[src/rtl/multicycle_control.sv]
// Multi-cycle RISC-V main control: FETCH/DECODE/EXEC/MEM/WB sequencer with
// valid/ready fetch handshake and memory timeout. `CTRL_ITYPE_EN adds I-type ALU.
module multicycle_control #(
  parameter int ALUOP_WIDTH  = 2,
  parameter int OPCODE_WIDTH = 7,
  parameter int MEM_TIMEOUT  = 16
) (
  input  logic                    clk,
  input  logic                    rst_n,
  input  logic                    instr_valid,
  output logic                    instr_ready,
  input  logic [OPCODE_WIDTH-1:0] opcode,
  input  logic                    mem_ready,
  output logic                    Branch,
  output logic                    MemRead,
  output logic                    MemtoReg,
  output logic                    MemWrite,
  output logic                    ALUSrc,
  output logic                    RegWrite,
  output logic [ALUOP_WIDTH-1:0]  ALUOp,
  output logic                    illegal,
  output logic                    mem_timeout,
  output logic                    retire,
  output logic [2:0]              state
);

  typedef enum logic [2:0] {
    S_FETCH  = 3'd0,
    S_DECODE = 3'd1,
    S_EXEC   = 3'd2,
    S_MEM    = 3'd3,
    S_WB     = 3'd4
  } state_t;

  typedef enum logic [2:0] {C_R, C_LD, C_SD, C_BEQ, C_ITYPE, C_ILL} cls_t;

  localparam logic [7:0] CNT_LAST = 8'(MEM_TIMEOUT - 1);

  state_t                  state_q;
  logic [OPCODE_WIDTH-1:0] op_q;
  logic [7:0]              cnt_q;
  cls_t                    cls;
  logic [1:0]              exec_aluop;
  logic                    exec_alusrc;
  logic                    timeout_hit;

  function automatic cls_t classify(input logic [OPCODE_WIDTH-1:0] op);
    case (op)
      7'b0110011: return C_R;
      7'b0000011: return C_LD;
      7'b0100011: return C_SD;
      7'b1100011: return C_BEQ;
`ifdef CTRL_ITYPE_EN
      7'b0010011: return C_ITYPE;
`endif
      default:    return C_ILL;
    endcase
  endfunction

  assign cls         = classify(op_q);
  assign timeout_hit = !mem_ready && (cnt_q == CNT_LAST);
  assign state       = state_q;

  // NOTE: sequential state uses non-blocking assignments so every register
  // samples pre-edge values regardless of statement order.
  always_ff @(posedge clk or negedge rst_n) begin
    if (!rst_n) begin
      state_q <= S_FETCH;
      op_q    <= '0;
      cnt_q   <= '0;
    end else begin
      case (state_q)
        S_FETCH: begin
          if (instr_valid) begin
            op_q    <= opcode;
            state_q <= S_DECODE;
          end
        end
        S_DECODE: state_q <= (cls == C_ILL) ? S_FETCH : S_EXEC;
        S_EXEC: begin
          cnt_q <= '0;
          case (cls)
            C_BEQ:       state_q <= S_FETCH;
            C_LD, C_SD:  state_q <= S_MEM;
            default:     state_q <= S_WB;
          endcase
        end
        S_MEM: begin
          // A ready in the final allowed cycle wins over the timeout.
          if (mem_ready)        state_q <= (cls == C_LD) ? S_WB : S_FETCH;
          else if (timeout_hit) state_q <= S_FETCH;
          else                  cnt_q   <= cnt_q + 8'd1;
        end
        S_WB:    state_q <= S_FETCH;
        default: state_q <= S_FETCH;
      endcase
    end
  end

  always_comb begin
    exec_aluop  = 2'b00;
    exec_alusrc = 1'b0;
    case (cls)
      C_R:        exec_aluop = 2'b10;
      C_LD, C_SD: exec_alusrc = 1'b1;
      C_BEQ:      exec_aluop = 2'b01;
      C_ITYPE: begin
        exec_aluop  = 2'b11;
        exec_alusrc = 1'b1;
      end
      default: ;
    endcase
  end

  // NOTE: every output gets a default before the case so no latch is inferred.
  always_comb begin
    instr_ready = 1'b0;
    Branch      = 1'b0;
    MemRead     = 1'b0;
    MemtoReg    = 1'b0;
    MemWrite    = 1'b0;
    ALUSrc      = 1'b0;
    RegWrite    = 1'b0;
    ALUOp       = '0;
    illegal     = 1'b0;
    mem_timeout = 1'b0;
    retire      = 1'b0;
    case (state_q)
      S_FETCH:  instr_ready = rst_n;
      S_DECODE: illegal = (cls == C_ILL);
      S_EXEC: begin
        ALUOp  = ALUOP_WIDTH'(exec_aluop);
        ALUSrc = exec_alusrc;
        Branch = (cls == C_BEQ);
        retire = (cls == C_BEQ);
      end
      S_MEM: begin
        ALUSrc      = 1'b1;
        MemRead     = (cls == C_LD);
        MemWrite    = (cls == C_SD);
        retire      = (cls == C_SD) && mem_ready;
        mem_timeout = timeout_hit;
      end
      S_WB: begin
        ALUOp    = ALUOP_WIDTH'(exec_aluop);
        ALUSrc   = exec_alusrc;
        RegWrite = 1'b1;
        MemtoReg = (cls == C_LD);
        retire   = 1'b1;
      end
      default: ;
    endcase
  end

endmodule

[config.mk]
export PLATFORM = sky130hd
export DESIGN_NAME = multicycle_control
export DESIGN_NICKNAME = d
export VERILOG_FILES = /design/src/rtl/multicycle_control.sv
export SDC_FILE = /design/constraint.sdc
export NUM_CORES = 1
export LEC_CHECK = 0
export ABC_AREA = 1
export BUFFER_PORTS_ARGS = -buffer_cell sky130_fd_sc_hd__buf_2
export CAP_MARGIN = 30
export CELL_PAD_IN_SITES_DETAIL_PLACEMENT = 0
export CELL_PAD_IN_SITES_GLOBAL_PLACEMENT = 1
export CORE_UTILIZATION = 42
export CTS_BUF_LIST = sky130_fd_sc_hd__clkbuf_2
export DETAILED_ROUTE_END_ITERATION = 8
export HOLD_SLACK_MARGIN = 0.05
export PLACE_DENSITY_LB_ADDON = 0.1
export SYNTH_ARGS = -nofsm -noshare
export SYNTH_HDL_FRONTEND = slang
export SYNTH_SLANG_ARGS = --single-unit
[constraint.sdc]
create_clock -name clk -period 2.1 [get_ports clk]
set_input_delay 0.21 -clock clk [delete_from_list [all_inputs] [get_ports clk]]
set_output_delay 0.21 -clock clk [all_outputs]
set_load 0.1 [all_outputs]
# Word level (Yosys, flattened, before mapping)

Cells that the tools add are included.

Bits in registers: 18
Output and inout bits: 15

Add/subtract/negate cells: 1
Eq/ne operators: 18
Multiplexer cells: 24
Reductions and logical operators: 12

Operators by type and width:

| kind                                                | number |
|---|---|
| case mux 3 bit (4 select lines)                     | 2 |
| 2-to-1 mux 8 bit                                    | 2 |
| case mux 8 bit (2 select lines)                     | 1 |
| equality test 7 x 6 -> 1 bit, second input constant | 2 |
| equality test 3 x 2 -> 1 bit, second input constant | 4 |
| 2-to-1 mux 3 bit                                    | 4 |
| equality test 3 bit, second input constant          | 3 |
| 2-to-1 mux 1 bit                                    | 9 |
| adder 8 x 1 -> 8 bit, second input constant         | 1 |
| equality test 8 x 4 -> 1 bit, second input constant | 1 |
| equality test 7 x 2 -> 1 bit, second input constant | 1 |
| equality test 7 bit, second input constant          | 1 |
| equality test 3 x 1 -> 1 bit, second input constant | 2 |
| zero test 3 bit                                     | 2 |
| inequality test 2 bit, second input constant        | 3 |
| case mux 2 bit (3 select lines)                     | 1 |
| case mux 3 bit (2 select lines)                     | 1 |
| 2-to-1 mux 2 bit                                    | 2 |
| AND reduction 2 bit                                 | 2 |
| OR reduction 2 bit                                  | 2 |
| inequality test 3 bit, second input constant        | 1 |
| case mux 1 bit (3 select lines)                     | 1 |
| AND reduction 3 bit                                 | 1 |
| OR reduction 3 bit                                  | 1 |
| other kinds (4)                                     | 5 |

# Logic depth before layout (Yosys ltp)

Word-level depth: 6
Mapped depth: 9
Gate-level depth less buffers: 9

# Least setup slack after synthesis

OpenSTA, ideal clock, no wires.

Path type: register -> output
From: reg state_q[1], in the netlist state[1]
To: out MemWrite
Arrival: 4,266 ps
Required time: 1,890 ps
Setup slack: -2,376 ps
Stages on the path, launching flop included: 4
Path buffers: 1
Path through: dfrtp_1 > nand3_2 > buf_2 > nor4_1

Longest elaborated chain between the ends: 2

RTL lines:

| what                         | RTL line | RTL |
|---|---|---|
| start, declared              | 39       | `state_t state_q;` |
| start signal, assigned       | 79       | `S_DECODE: state_q <= (cls == C_ILL) ? S_FETCH : S_EXEC;` |
| start signal, assigned       | 90       | `if (mem_ready) state_q <= (cls == C_LD) ? S_WB : S_FETCH;` |
| equality test 3 x 2 -> 1 bit | 128      | `case (state_q)` |
| 2-to-1 mux 1 bit             | 128      |  |
| end, declared                | 17       | `output logic MemWrite,` |

No other way between the ends.

# Worst setup path in the final report

From: reg state_q[0], in the netlist state[0]
To: out ALUOp[0]

Longest elaborated chain between the ends: 3

RTL lines:

| what                                                                       | RTL line | RTL |
|---|---|---|
| equality test 3 bit / equality test 3 x 2 -> 1 bit (equally long branches) | 128      |  |
| OR reduction 2 bit (no line) (*)                                           | -        |  |
| 2-to-1 mux 2 bit (*)                                                       | 128      |  |
| end, declared                                                              | 20       | `output logic [ALUOP_WIDTH-1:0] ALUOp,` |

Mark *: on every way between the ends. The rest lies on a longest branch, timed or not.

==> metrics.txt <==
status=finished clean; fraction of layout cells with a size suffix above 1=0.3168; clock skew=0.02285 ns; Routability Congestion=0.7764; Min Clock Period, post-route=1.978 ns; pins over their slew limit=0; antenna violations before repair=0; num ports=26; area delta synth->final=25.48%; post-CTS setup buffer count=0; Avg Vias per Cell=4.754; # rows=18; Final Hold Viols=0; Net Sw Frac=0.5067; Final setup viols=0; PD cells=832.8 nW/um^2; Hold WS=0.1231 ns; CTS tree=done; DRC viols=0; Mapped Nets=185; drt first-iter violations=17; total track usage=0.1933; Slew @ Worst Pin=0.4887 ns; most common cell in the netlist=nand2_1; Cell Int Power=610.2 uW; number of routed nets with antenna violations=0; total global routing overflow=0; crit start category=flop; mean post-synth cell area=6.842 sq um; crit end category=output pin; RSZ-0062 raised after global routing=false; WS Path Type=reg2out; Syn Std Cell Area=1184 sq um; Yosys cell types=21; initial core utilization=0.4610; Leak=0.7784 nW; Wirelength per Cell=10.32 um; period utilization=0.9418; Filler cells=253; DR vias=1103; H-tree depth=1; clk buf depth=2; worst endpoint required time=1.89 ns; Die Area=3034 sq um; Fmax=505.6 MHz; Clk pin slew, worst setup/hold paths=0.19 ns; number of cells produced by synthesis=173; Layout Nets=215; total CTS buffers=3; Max-Cap Viols=0; port buffer count=25; root buffer cell=clkbuf_2; ys async rst share=1.000; largest net degree at the start of global routing=19; Ant. Diodes=0; top cells by count, synth=nand2_1, nor2_1, dfrtp_1, inv_1; Core ar.=2567 sq um; Ys Warns=0; clock latency at the later pin of the worst-skew pair=0.31 ns; WL final=2395 um; post-synth top area cell=dfrtp_1; Die Span Y=55.09 um; top post-synthesis cells by area=dfrtp_1, nand2_1, nor2_1; Worst Hold Class=in2reg; Switch Pwr=626.7 uW; first-pass GRT wire length=4119 um; Crit path arrival time=1.77 ns; Seq cells post-synth=18; Die Wd=55.09 um; dpl hpwl=1934 um; Seq/Total Area, Yosys=0.3805; EDFF count, synth=0; Worst Path Max Fanout=4; Max IR drop VDD=750.9 uV; vias in the first global route=976; Post-synth top flop=dfrtp_1; drt pass-1 iters=4; Slew Limit Headroom=0.6765; Seq pwr share=0.408; Clk network pwr share=0.121; Synth top area share=0.3805; setup TNS=0 ns; Comb power frac=0.471; Sink Count=18
-- worst max-delay path: stages, from the launching register on --
cell and delay [ns]:
dfrtp_4 0.55, inv_2 0.08, nand3_2 0.14, nand2_2 0.12, inv_2 0.05, nor2_2 0.09, buf_2 0.42
-- logic make-up after synthesis --
| family | count (synthesis) | synth area share |
|---|---|---|
| compound gates | 9 | 0.04440 |
| xor+xnor | 1 | 0.007401 |
| fa+ha+maj | 1 | 0.01057 |
| buf+inv | 31 | 0.1004 |
| flops | 18 | 0.3805 |
| mux | 2 | 0.01903 |
| simple gates | 111 | 0.4376 |
-- placed cells by master, fill, tap and decap left out, drive strengths merged --
master | netlist | layout
xor2 | 1 | 1
mux2 | 2 | 2
dlygate4sd3 | 0 | 1
ha | 1 | 1
clkbuf | 0 | 6
a21oi | 6 | 6
nor3b | 1 | 1
nor4 | 2 | 2
inv | 26 | 26
nand2 | 59 | 59
clkinv | 3 | 4
nand4 | 4 | 4
buf | 2 | 23
o21ai | 3 | 3
nand3 | 11 | 11
nor2 | 33 | 33
dfrtp | 18 | 18
nor3 | 1 | 1
-- worst paths after layout --
kind                           start  endpoint  slack (ns)  cells after the start
min in group asynchronous      rst_n  state[2]        0.36                      3
max in group asynchronous      rst_n  cnt_q[5]        1.52                      3
min                        opcode[1]   op_q[1]        0.12                      2
max                         state[0]  ALUOp[0]        0.12                      6
max reg2reg                 state[1]   op_q[0]        0.49                      3
min reg2reg                  op_q[1]   op_q[1]        0.51                      1
-- per-stage QoR --
step	util	cell area (sq um)	setup slack, ns	power [mW]	instances
after floorplan	-	1255	-0.1635	0.9930	173
after detailed placement	0.5570	1430	0.3603	1.091	227
final	0.5785	1485	0.1222	1.237	232
after global routing	0.5785	1485	0.001859	1.340	232
after global placement	0.5570	1430	0.3807	1.077	227
after CTS	0.5712	1466	0.03532	1.244	232
-- state kept, by name, summed over array words and instances (netlist names) --
register  flops
cnt_q         8
op_q          7
state         3
-- power groups by stage --
stage          combinational, mW  clock [mW]  sequential [mW]
6_report                   0.583       0.149            0.505
5_1_grt                    0.646       0.173            0.521
4_1_cts                    0.583       0.158            0.503
3_5_place_dp               0.580           0            0.511
3_3_place_gp               0.571           0            0.506
2_1_floorplan              0.406           0            0.587
-- area by class of cell --
| type | count | area, sq um | area share |
|---|---|---|---|
| sequential | 18 | 461.7 | 0.3109 |
| inverter | 29 | 111.4 | 0.07498 |
| clock buffer | 3 | 15.01 | 0.01011 |
| clock inverter | 1 | 3.754 | 0.002527 |
| timing repair buffer | 27 | 176.4 | 0.1188 |
| multi-input combinational | 124 | 679.4 | 0.4575 |
| tap | 30 | 37.54 | 0.02527 |
-- per-layer routing --
metal | vias to the layer above | routed length (um) | GRT usage | part of all wire
met4 | 0 | 10 | 0.02500 | 0.0042
li1 | 588 | - | - | -
met2 | 24 | 1138 | 0.3233 | 0.48
met3 | 2 | 115 | 0.05738 | 0.048
met5 | - | 0 | 0 | 0
met1 | 489 | 1130 | 0.2521 | 0.47
-- repair_timing --
action / 4_1_cts / 5_1_grt
hold endpoints to repair: 18 / 0
hold buffers: 1 / 0
resized for setup: 3 / 5
setup endpoints to repair: 3 / 8
No activity file was read; power rests on OpenSTA's default activity.
